**src/rtl/match_sequencer_pkg.sv**
```systemverilog
// Shared definitions for the game-flow controller and the win-screen renderer:
// phase encodings, winner encoding, background colour and the blink-off pixel rule.
package match_sequencer_pkg;

    typedef enum logic [1:0] {
        IDLE  = 2'd0,
        CLEAR = 2'd1,
        PLAY  = 2'd2,
        WIN   = 2'd3
    } state_t;

    localparam logic PLAYER1 = 1'b1;
    localparam logic PLAYER2 = 1'b0;

    localparam logic [23:0] BACKGROUND_COLOUR = 24'h00_64_00;

    // Text pixels vanish into the background; black and background pixels are kept.
    function automatic logic [23:0] blink_off_pixel(input logic [23:0] px, input logic [23:0] bg);
        logic [23:0] result;
        if ((px != bg) && (px != 24'h00_00_00)) begin
            result = bg;
        end else begin
            result = px;
        end
        return result;
    endfunction

endpackage

```
**src/rtl/match_sequencer_frame_timer.sv**
```systemverilog
// Frame tick from the vsync falling edge plus a clearable frame counter that
// wraps at LAST and flags the tick on which it wraps.
module frame_timer #(
    parameter int CNT_W = 10,
    parameter int LAST  = 599
) (
    input  logic clock,
    input  logic reset,
    input  logic vsync,
    input  logic clear,
    input  logic enable,
    output logic tick,
    output logic wrap
);

    logic             vsync_prev_r;
    logic [CNT_W-1:0] count_r;

    // Remember the previous vsync level for the falling-edge detector.
    always_ff @(posedge clock) begin
        if (reset) begin
            vsync_prev_r <= 1'b1;
        end else begin
            vsync_prev_r <= vsync;
        end
    end

    assign tick = vsync_prev_r & ~vsync;
    assign wrap = enable & tick & (count_r == CNT_W'(LAST));

    // Frame counter: advances once per tick while enabled, never passes LAST.
    always_ff @(posedge clock) begin
        if (reset) begin
            count_r <= '0;
        end else if (clear) begin
            count_r <= '0;
        end else if (enable && tick) begin
            if (count_r == CNT_W'(LAST)) begin
                count_r <= '0;
            end else begin
                count_r <= count_r + CNT_W'(1);
            end
        end
    end

endmodule

```
**src/rtl/match_sequencer.sv**
```systemverilog
// Game-flow controller: title / clear / play / win sequencing, winner latch,
// and the final pixel mux with a frame-counted blinking win screen.
module match_sequencer
    import match_sequencer_pkg::*;
#(
    parameter int          WIN_FRAMES   = 600,
    parameter int          BLINK_FRAMES = 30,
    parameter int          CNT_W        = 10,
    parameter logic [23:0] BACKGROUND   = BACKGROUND_COLOUR
) (
    input  logic        clock,
    input  logic        reset,
    input  logic        vsync,
    input  logic        start,
    input  logic        p1_win,
    input  logic        p2_win,
    input  logic [23:0] game_pixel,
    input  logic [23:0] win_pixel,
    output logic        win_sel,
    output logic        game_enable,
    output logic        game_clear,
    output logic [1:0]  phase,
    output logic [23:0] pixel
);

    state_t      state_r;
    state_t      next_state_s;
    logic        start_prev_r;
    logic        blink_r;
    logic        win_sel_r;
    logic        game_enable_r;
    logic        game_clear_r;
    logic [23:0] pixel_r;
    logic [23:0] pixel_next_s;
    logic        press_s;
    logic        in_win_s;
    logic        frame_tick_s;
    logic        hold_done_s;
    logic        blink_wrap_s;
    logic        unused_blink_tick_s;

    assign press_s  = start & ~start_prev_r;
    assign in_win_s = (state_r == WIN);

    // Both counters sit at zero outside WIN, so entering WIN always starts a fresh count.
    frame_timer #(.CNT_W(CNT_W), .LAST(WIN_FRAMES - 1)) u_hold_timer (
        .clock  (clock),
        .reset  (reset),
        .vsync  (vsync),
        .clear  (~in_win_s),
        .enable (in_win_s),
        .tick   (frame_tick_s),
        .wrap   (hold_done_s)
    );

    frame_timer #(.CNT_W(CNT_W), .LAST(BLINK_FRAMES - 1)) u_blink_timer (
        .clock  (clock),
        .reset  (reset),
        .vsync  (vsync),
        .clear  (~in_win_s),
        .enable (in_win_s),
        .tick   (unused_blink_tick_s),
        .wrap   (blink_wrap_s)
    );

    // Next-state selection; a rematch press beats a same-cycle win timeout.
    always_comb begin
        next_state_s = state_r;
        case (state_r)
            IDLE: begin
                if (press_s) next_state_s = CLEAR;
                else         next_state_s = IDLE;
            end
            CLEAR: begin
                if (frame_tick_s) next_state_s = PLAY;
                else              next_state_s = CLEAR;
            end
            PLAY: begin
                if (p1_win || p2_win) next_state_s = WIN;
                else                  next_state_s = PLAY;
            end
            WIN: begin
                if (press_s)          next_state_s = CLEAR;
                else if (hold_done_s) next_state_s = IDLE;
                else                  next_state_s = WIN;
            end
            default: next_state_s = IDLE;
        endcase
    end

    // Pixel source follows the registered state, so a transition shows one cycle later.
    always_comb begin
        if (state_r == WIN) begin
            if (blink_r) pixel_next_s = win_pixel;
            else         pixel_next_s = blink_off_pixel(win_pixel, BACKGROUND);
        end else begin
            pixel_next_s = game_pixel;
        end
    end

    // State register with outputs registered from the state being entered.
    always_ff @(posedge clock) begin
        if (reset) begin
            state_r       <= IDLE;
            start_prev_r  <= 1'b0;
            blink_r       <= 1'b1;
            win_sel_r     <= PLAYER2;
            game_enable_r <= 1'b0;
            game_clear_r  <= 1'b0;
            pixel_r       <= 24'h00_00_00;
        end else begin
            state_r       <= next_state_s;
            start_prev_r  <= start;
            game_enable_r <= (next_state_s == PLAY);
            game_clear_r  <= (next_state_s == CLEAR);
            pixel_r       <= pixel_next_s;
            if ((state_r == PLAY) && (next_state_s == WIN)) begin
                win_sel_r <= p1_win ? PLAYER1 : PLAYER2;
            end
            if (!in_win_s) begin
                blink_r <= 1'b1;
            end else if (blink_wrap_s) begin
                blink_r <= ~blink_r;
            end
        end
    end

    assign win_sel     = win_sel_r;
    assign game_enable = game_enable_r;
    assign game_clear  = game_clear_r;
    assign phase       = state_r;
    assign pixel       = pixel_r;

endmodule

```
**config.mk**
```make
export PLATFORM = sky130hd
export DESIGN_NAME = match_sequencer
export DESIGN_NICKNAME = d
export VERILOG_FILES = /design/src/rtl/match_sequencer_pkg.sv /design/src/rtl/match_sequencer_frame_timer.sv /design/src/rtl/match_sequencer.sv
export SDC_FILE = /design/constraint.sdc
export NUM_CORES = 1
export LEC_CHECK = 0
export CAP_MARGIN = 20
export CORE_UTILIZATION = 47
export DETAILED_ROUTE_END_ITERATION = 10
export HOLD_SLACK_MARGIN = 0.08
export PLACE_DENSITY_LB_ADDON = 0.2
export SLEW_MARGIN = 20
export SYNTH_ARGS = -nofsm -noshare
export SYNTH_HDL_FRONTEND = slang
export SYNTH_SLANG_ARGS = --single-unit
```
**constraint.sdc**
```tcl
create_clock -name clock -period 3.6 [get_ports clock]
set_input_delay 0.9 -clock clock [delete_from_list [all_inputs] [get_ports clock]]
set_output_delay 0.9 -clock clock [all_outputs]
set_load 0.01 [all_outputs]
```
# Yosys cells after proc, flatten, opt, wreduce, memory -nomap -nowiden
# Index checks and enable logic that the tools add are counted.
[classes]
shift = 0
n_eq_ne = 9
n_reduce_logical = 7
div_mod_pow = 0
n_bitwise = 9
n_lt_le_gt_ge = 0
mul = 0
add_sub_neg = 2
n_mux = 12
[ops]
columns = ["operator", "count"]
rows = [
  ["24-bit 2-to-1 mux", 3],
  ["24-bit by 15-bit inequality test with 1-bit output (second input constant)", 1],
  ["24-bit nonzero test", 1],
  ["10-bit by 1-bit adder with 10-bit output (second input constant)", 2],
  ["10-bit 2-to-1 mux", 2],
  ["10-bit equality test (second input constant)", 1],
  ["10-bit by 5-bit equality test with 1-bit output (second input constant)", 1],
  ["2-bit equality test (second input constant)", 4],
  ["2-bit case mux with 4 select lines", 1],
  ["2-bit 2-to-1 mux", 3],
  ["1-bit AND", 5],
  ["2-bit by 1-bit equality test with 1-bit output (second input constant)", 2],
  ["1-bit inverter", 4],
  ["1-bit logical AND", 3],
  ["1-bit 2-to-1 mux", 3],
  ["2-bit logical NOT", 1],
  ["2-bit OR reduction", 1],
  ["1-bit logical OR", 1],
]
[totals]
latch_bits = 0
out_inout_bits = 29
regBits = 52
mem_bits_rw = 0
rom_bits = 0
n_memories = 0
in_bits = 54

# Logic depth before layout (Yosys ltp)
# Gate-level depths: netlist of the first run.
[logic_depth]
word_depth = 9
ltp_mapped = 6
mapped_depth_nobuf = 6

# Hierarchy
# A second synthesis of the first run with hierarchy kept.
[hier_totals]
hier_cells = 269
hier_area_um2 = 2298.5
[by_module_without_submodules]
columns = ["module", "area_each_um2", "instances", "cells_each"]
rows = [
  ["match_sequencer", 1202.4, 1, 147],
  ["frame_timer at u_blink_timer", 588.1, 1, 66],
  ["frame_timer at u_hold_timer", 508.0, 1, 56],
]

# Worst setup path after synthesis of the first run
# OpenSTA, ideal clock, no wires.
[synth_timing]
path_kind = "input-to-reg"
startpoint = "in vsync"
endpoint = "reg game_enable_r (netlist: game_enable)"
required_time_ns = 3.484
stages = 4
setup_ns = 0.116
slack_ns = 1.330
arrival_time_ns = 2.154
cell_sequence = "nand4b_1 or4_4 a211o_1 and3b_1"
[synth_between]
elab_chain_len = 8
[synth_rtl]
columns = ["item", "line", "rtl"]
rows = [
  ["from (decl)", "match_sequencer.sv:13", "input logic vsync,"],
  ["1-bit inverter *", "match_sequencer_frame_timer.sv:28", "assign tick = vsync_prev_r & ~vsync;"],
  ["1-bit AND *", "match_sequencer_frame_timer.sv:28", ""],
  ["1-bit AND", "--", ""],
  ["1-bit AND", "match_sequencer_frame_timer.sv:29", "assign wrap = enable & tick & (count_r == CNT_W'(LAST));"],
  ["2-bit 2-to-1 mux", "match_sequencer.sv:84", "else if (hold_done_s) next_state_s = IDLE;"],
  ["2-bit 2-to-1 mux", "match_sequencer.sv:83", "if (press_s) next_state_s = CLEAR;"],
  ["2-bit case mux with 4 select lines *", "match_sequencer.sv:69", "case (state_r)"],
  ["2-bit equality test *", "match_sequencer.sv:114", "game_enable_r <= (next_state_s == PLAY);"],
  ["to (signal assigned)", "match_sequencer.sv:114", ""],
  ["to (decl)", "match_sequencer.sv:31", "logic game_enable_r;"],
]
# Mark *: on every way between the ends. The rest lies on a longest branch, timed or not.
# A chain may end at the register's enable or synchronous reset.

# Final worst setup path of the first run
# Same ends and word-level chain as after synthesis.

==> results of run 1 <==
==> sequential cells by signal, indices dropped and copies added, names as in the netlist <==
name                        count
u_blink_timer.vsync_prev_r      1
win_sel                         1
game_clear                      1
blink_r                         1
game_enable                     1
u_blink_timer.count_r          10
pixel                          24
u_hold_timer.count_r           10
start_prev_r                    1
phase                           2
==> worst reg2reg max path, delay by kind of cell, from the launching register on <==
| family | cells | cell delay [ns] |
|---|---|---|
| compound gates | 1 | 0.30 |
| flops | 1 | 0.34 |
| simple gates | 3 | 1.21 |
==> report_power, final <==
group / total (µW) / switching [µW] / internal, µW
logic: 188 / 72.2 / 116
registers: 612 / 11.7 / 600
clock network: 434 / 188 / 245
==> through the flow <==
stage | hold WS [ns] | util, % | setup WS [ns]
CTS | 0.503 | 72.0 | 1.07
global placement | 0.477 | 69.0 | 0.762
global route | 0.538 | 72.0 | 1.00
floorplan | 0.467 | - | 1.33
finish | 0.501 | 72.0 | 1.05
detailed placement | 0.490 | 69.1 | 0.736
==> layout by cell type (no fill, tap or decap), types with 3 or more instances in the layout <==
| cell type | count |
|---|---|
| clkdlybuf4s50_1 | 82 |
| dfxtp_1 | 52 |
| nand2_1 | 35 |
| nor2_1 | 28 |
| nand3_1 | 25 |
| a21oi_1 | 22 |
| xnor2_1 | 15 |
| nor4_1 | 8 |
| nor3_1 | 8 |
| clkbuf_8 | 7 |
| inv_1 | 6 |
| nand4_1 | 6 |
| nor2b_1 | 5 |
| xor2_1 | 4 |
| a211oi_1 | 4 |
| buf_4 | 4 |
| ha_1 | 3 |
==> kinds of logic after synthesis <==
kind of cell / Yosys count
simple gates: 130
flops: 52
compound gates: 32
xor+xnor: 19
buf+inv: 19
fa+ha+maj: 3
==> worst min path at each step <==
stage | from | to | depth (start not counted)
floorplan | u_hold_timer.count_r[1] | u_hold_timer.count_r[1] | 2
global placement | u_hold_timer.count_r[1] | u_hold_timer.count_r[1] | 2
detailed placement | u_hold_timer.count_r[1] | u_hold_timer.count_r[1] | 2
CTS | u_hold_timer.count_r[1] | u_hold_timer.count_r[1] | 2
global route | u_hold_timer.count_r[1] | u_hold_timer.count_r[1] | 2
finish | u_hold_timer.count_r[1] | u_hold_timer.count_r[1] | 2
==> area by class of cell <==
| type | instances | area (µm²) |
|---|---|---|
| Fill cell | 362 | 1230 |
| Clock buffer | 7 | 96.3 |
| Tap cell | 52 | 65.1 |
| Timing Repair Buffer | 86 | 851 |
| Clock inverter | 1 | 30.0 |
| Sequential cell | 52 | 1040 |
| Inverter | 6 | 22.5 |
| Multi-Input combinational cell | 184 | 1050 |
==> routing by layer <==
| metal | part of all wire, % | up-vias | GRT usage [%] |
|---|---|---|---|
| li1 | - | 1052 | - |
| met1 | 46 | 941 | 31.6 |
| met3 | 7.8 | 5 | 6.93 |
| met4 | 1.1 | 0 | 6.67 |
| met5 | 0 | - | 0 |
| met2 | 45 | 80 | 36.5 |
==> flow_summary_export.csv, run 1 <==
group,metric,value,unit
status,status,"completed",
worst_setup_path,reg2reg_depth,4,
logic_synthesis,mappedNetlistArea,2160,µm²
global_route,grt_pass1_vias,1868,
clock_tree,cts-root-buf,"clkbuf_8",
clock_tree,postCtsHoldBufs,0,
route,final_antenna_net_count,0,
global_route,grt_overflow,0,
worst_setup_path,reg2reg_from,"u_hold_timer.count_r[3]",
logic_synthesis,synth_top_family_by_area,"simple AND/OR/NAND/NOR gates",
clock_tree,cts_setup_buffers,0,
logic_synthesis,syn-num-nets,312,
final_layout,area.growth.synth_to_final,45.9,%
floorplanning,core.rowCount,24,
logic_synthesis,yosysTopAreaCellShare,48.1,%
route,vias,2078,
power,power_density,391,nW/µm²
logic_synthesis,synth.most_common_cell,"dfxtp_1",
final_layout,final_nets,392,
worst_setup_path,r2r_slack,1.66,ns
sta,slew_headroom,46.4,%
sta,finalCritPeriodShare,70.7,%
logic_synthesis,syn-instance-count,255,
worst_setup_path,crit_path_end,"game_enable",
logic_synthesis,yosys.area_share.simple,30.1,%
place,dp_hpwl,3.94,mm
worst_setup_path,crit_start,"vsync",
logic_synthesis,ys_seq_elements,52,
sta,finalSetupViolations,0,
logic_synthesis,ys_async_sr_fraction,0,%
worst_setup_path,path_buf_inv,2,
global_route,grt.total_usage,23.4,%
route,drt-total-wl,5.53,mm
clock_tree,cts.sink_count,52,
floorplanning,dieArea,4880,µm²
floorplanning,die_w,69.9,µm
worst_setup_path,slowest_delay,0.56,ns
worst_setup_path,cp_num_cells,6,
sta,fin_crit,2.55,ns
sta,fin_tns_setup,0,ns
logic_synthesis,post-synth-top-area-cell,"dfxtp_1",
final_layout,antenna_cells,0,
sta,fmax,393,MHz
logic_synthesis,synth_seq_area_share,48.1,%
sta,fin_skew,0.0108,ns
clock_tree,post_cts_resized,0,
power,total_power,1230,µW
power,peakVddDrop,0.301,mV
logic_synthesis,yosys-top-cells-area,"dfxtp_1 48%, nand2_1 6.1%, xnor2_1 6.1%",
floorplanning,die_y,69.9,µm
logic_synthesis,ys_warn_count,0,
route,drc,0,
clock_tree,tritoncts,"yes",
global_route,grt_pass1_wl,9.02,mm
logic_synthesis,synthTopCellsByCount,"52 x dfxtp_1, 35 x nand2_1, 28 x nor2_1",
global_route,grt_antenna_before_repair,0,
logic_synthesis,synth_xor_area_share,7.69,%
power,leakage,0.00111,µW
worst_setup_path,timing.setup.critical_path_class,"input port to flip-flop",
logic_synthesis,syn_area_per_cell,8.49,µm²
run,cap_violations,0,
floorplanning,io_pins,83,
final_layout,fin_cells,388,
floorplanning,start_util,49.4,%
logic_synthesis,ys_types,35,
sta,hold_viol,0,
worst_setup_path,r2r-end,"game_enable",
worst_setup_path,cp_max_fo,14,
logic_synthesis,synth_compound_area_share,9.13,%
place,dpl.cell_count,380,
place,port_buffers,82,
route,dr.pass1.iters,4,
final_layout,final_area,3160,µm²
logic_synthesis,synth_fa_ha_area_share,1.73,%
route,routedWlPerCell,14.2,µm
route,viasPerCell,5.36,
place,gp_congestion,0.789,
worst_setup_path,critPathLaunchType,"input port",
sta,tightest_slew,0.803,ns
global_route,grt_max_degree,33,
worst_setup_path,cp.required,3.81,ns
sta,finalMaxSlewViolations,0,
worst_setup_path,cp.arrival,2.75,ns
final_layout,final_layout_size_suffix_gt1_share,4.76,%
logic_synthesis,synth_ff_type,"dfxtp_1",
worst_setup_path,cp_cell_sequence,"clkdlybuf4s50_1 -> nand4b_1 -> buf_4 -> or4_4 -> a211o_1 -> and3b_1",
worst_setup_path,critPathCaptureType,"flip-flop",
floorplanning,core,4380,µm²
sta,rsz0062_at_grt,"false",
clock_tree,htree_levels,2,
clock_tree,cts-root-to-sink-buffers,2,
clock_tree,clock_latency,0.31,ns
worst_setup_path,path_delay_family,"simple AND/OR/NAND/NOR gates",
clock_tree,clk_pin_slew,0.09,ns
clock_tree,cts_buffers,5,
route,drt_iter0_drc,143,
place,postPlaceCellArea,3030,µm²
min_path,hp-class,"flip-flop to flip-flop",
logic_synthesis,synth_edf_count,0,
logic_synthesis,synth_mux_area_share,0,%
worst_setup_path,crit_slowest_cell,"or4_4",
No activity file was read; power rests on OpenSTA's default activity.
==> run 2: changes to the inputs <==
--- a/config.mk
+++ b/config.mk
@@ -6,7 +6,7 @@
 export NUM_CORES = 1
 export LEC_CHECK = 0
 export CAP_MARGIN = 20
-export CORE_UTILIZATION = 47
+export CORE_UTILIZATION = 43
 export DETAILED_ROUTE_END_ITERATION = 10
 export HOLD_SLACK_MARGIN = 0.08
 export PLACE_DENSITY_LB_ADDON = 0.2
==> constraint.sdc (replaced) <==
create_clock -name clock -period 2.5 [get_ports clock]
set_input_delay 0.625 -clock clock [delete_from_list [all_inputs] [get_ports clock]]
set_output_delay 0.625 -clock clock [all_outputs]
set_load 0.01 [all_outputs]
==> run 2 against run 1 <==
Effect of this change: routed wire length fell by 2.1%; sequential share of layout area fell by 0.12 points; clock skew fell by 0.0037 ns; clock-buffer cell count fell by 2; register-to-register slack got worse by 1.1 ns; worst setup slack got worse by 0.80 ns; core utilization fell by 5.8 points; non-clock buffer count rose by 1; critical path type unchanged; critical endpoint is now pixel[13]; largest cell class unchanged; largest power group unchanged.
==> flow_summary_export.csv, run 2 (synthesis gave the netlist of run 1 again) <==
group,metric,value,unit
status,status,"completed",
route,dr.pass1.iters,4,
place,pre_cts_slack,-0.0412,ns
sta,finalCritPeriodShare,89.9,%
route,final_antenna_net_count,0,
floorplanning,start_util,45.2,%
route,routed.top_layer,"met4",
place,gp_congestion,0.796,
run,cap_violations,0,
global_route,grt_antenna_before_repair,0,
power,power_density,543,nW/µm²
clock_tree,tritoncts,"yes",
floorplanning,core,4790,µm²
route,viasPerCell,5.04,
route,wl_met2,2.35,mm
sta,tightest_slew,0.785,ns
clock_tree,htree_levels,2,
final_layout,largest_reg_flops,24,
worst_setup_path,timing.setup.critical_path_class,"input port to flip-flop",
clock_tree,cts.sink_count,52,
route,met3_length,434,µm
clock_tree,postCtsHoldBufs,0,
floorplanning,die_y,73.0,µm
power,peakVddDrop,0.339,mV
sta,finalSetupViolations,0,
sta,finalWorstSetupSlack,0.251,ns
place,dp_hpwl,3.89,mm
clock_tree,cts_setup_buffers,0,
final_layout,final_layout_size_suffix_gt1_share,5.04,%
worst_setup_path,slowest_delay,0.52,ns
worst_setup_path,cp.required,2.69,ns
floorplanning,core.rowCount,25,
final_layout,final_nets,393,
sta,fin_skew,0.00713,ns
clock_tree,clk_pin_slew,0.09,ns
clock_tree,clock_latency,0.31,ns
final_layout,final_common_cell,"clkdlybuf4s50_1",
final_layout,multi_input_area,1050,µm²
worst_setup_path,cp_cell_sequence,"clkdlybuf4s50_1 -> or4_1 -> a2111oi_0 -> a41o_1 -> a211oi_1",
clock_tree,cts-root-buf,"clkbuf_8",
power,leakage,0.00110,µW
worst_setup_path,reg2reg_from,"u_hold_timer.count_r[3]",
worst_setup_path,crit_slowest_cell,"or4_1",
clock_tree,cts_buffers,5,
final_layout,fin_cells,404,
global_route,grt_pass1_vias,1890,
worst_setup_path,cp_max_fo,3,
sta,finalMaxSlewViolations,0,
route,drc,0,
sta,slew_headroom,47.6,%
final_layout,fill_cells,424,
worst_setup_path,cp.arrival,2.43,ns
route,drt-total-wl,5.41,mm
floorplanning,io_pins,83,
place,port_buffers,82,
sta,hold_viol,0,
min_path,hp-class,"flip-flop to flip-flop",
route,vias,2038,
sta,fin_crit,2.25,ns
min_path,hold_start,"u_hold_timer.count_r[1]",
route,wl_met1,2.55,mm
global_route,grt_overflow,0,
sta,fmax,445,MHz
global_route,grt.total_usage,21.3,%
final_layout,seq_area,1040,µm²
floorplanning,dieArea,5320,µm²
worst_setup_path,critPathCaptureType,"flip-flop",
floorplanning,die_w,73.0,µm
final_layout,area.growth.synth_to_final,46.4,%
worst_setup_path,critPathLaunchType,"input port",
global_route,grt_max_degree,33,
worst_setup_path,crit_start,"win_pixel[2]",
clock_tree,cts-root-to-sink-buffers,2,
sta,rsz0062_at_grt,"false",
route,routedWlPerCell,13.4,µm
route,drt_iter0_drc,106,
final_layout,antenna_cells,0,
final_layout,most-common-layout-cells,"82 x clkdlybuf4s50_1, 52 x dfxtp_1, 35 x nand2_1, 28 x nor2_1, 25 x nand3_1",
place,dpl.cell_count,396,
clock_tree,post_cts_resized,0,
global_route,grt_pass1_wl,8.65,mm
==> run 2: path summary, 6_finish.rpt <==
kind,endpoint,slack [ns],cells past startpoint
worst min-delay path,u_hold_timer.count_r[1],0.50,2
worst max register to register,game_enable,0.56,4
worst min register to register,u_hold_timer.count_r[1],0.50,2
worst max-delay path,pixel[13],0.25,5
==> run 2: final cells by class <==
type / instances / share of cell area (%)
clock buffers: 5 / 2.17
repair buffers: 87 / 27.1
inverters: 6 / 0.711
multi-input cells: 184 / 33.2
clock inverters: 3 / 1.34
well taps: 67 / 2.65
flip-flops and latches: 52 / 32.8
==> run 2: report_power, final <==
group / switching, µW / total, µW / leakage, µW / internal, µW
sequential: 17.2 / 881 / 0.000427 / 864
combinational: 101 / 268 / 0.000620 / 167
clock: 276 / 572 / 0.0000541 / 296
==> run 2: metrics by stage <==
step                power, µW  hold WS [ns]  TNS [ns]  area, µm²  util [%]
floorplan                 992         0.467         0       2160         -
finish                   1720         0.498         0       3170      66.2
CTS                      1740         0.504         0       3170      66.2
detailed placement       1170         0.491    -0.104       3060      63.9
global placement         1170         0.476         0       3060      63.9
global route             1800         0.533         0       3170      66.2
==> run 2: per-layer routing <==
metal / GRT usage, % / up-vias
met5: 0 / -
met1: 27.7 / 908
met2: 33.6 / 74
li1: - / 1047
met3: 6.35 / 9
met4: 7.41 / 0
==> run 2: worst max-delay path: cells and delay by family <==
family          cells  cell delay (ns)
buf+inv             1             0.43
simple gates        1             0.52
compound gates      3             0.85
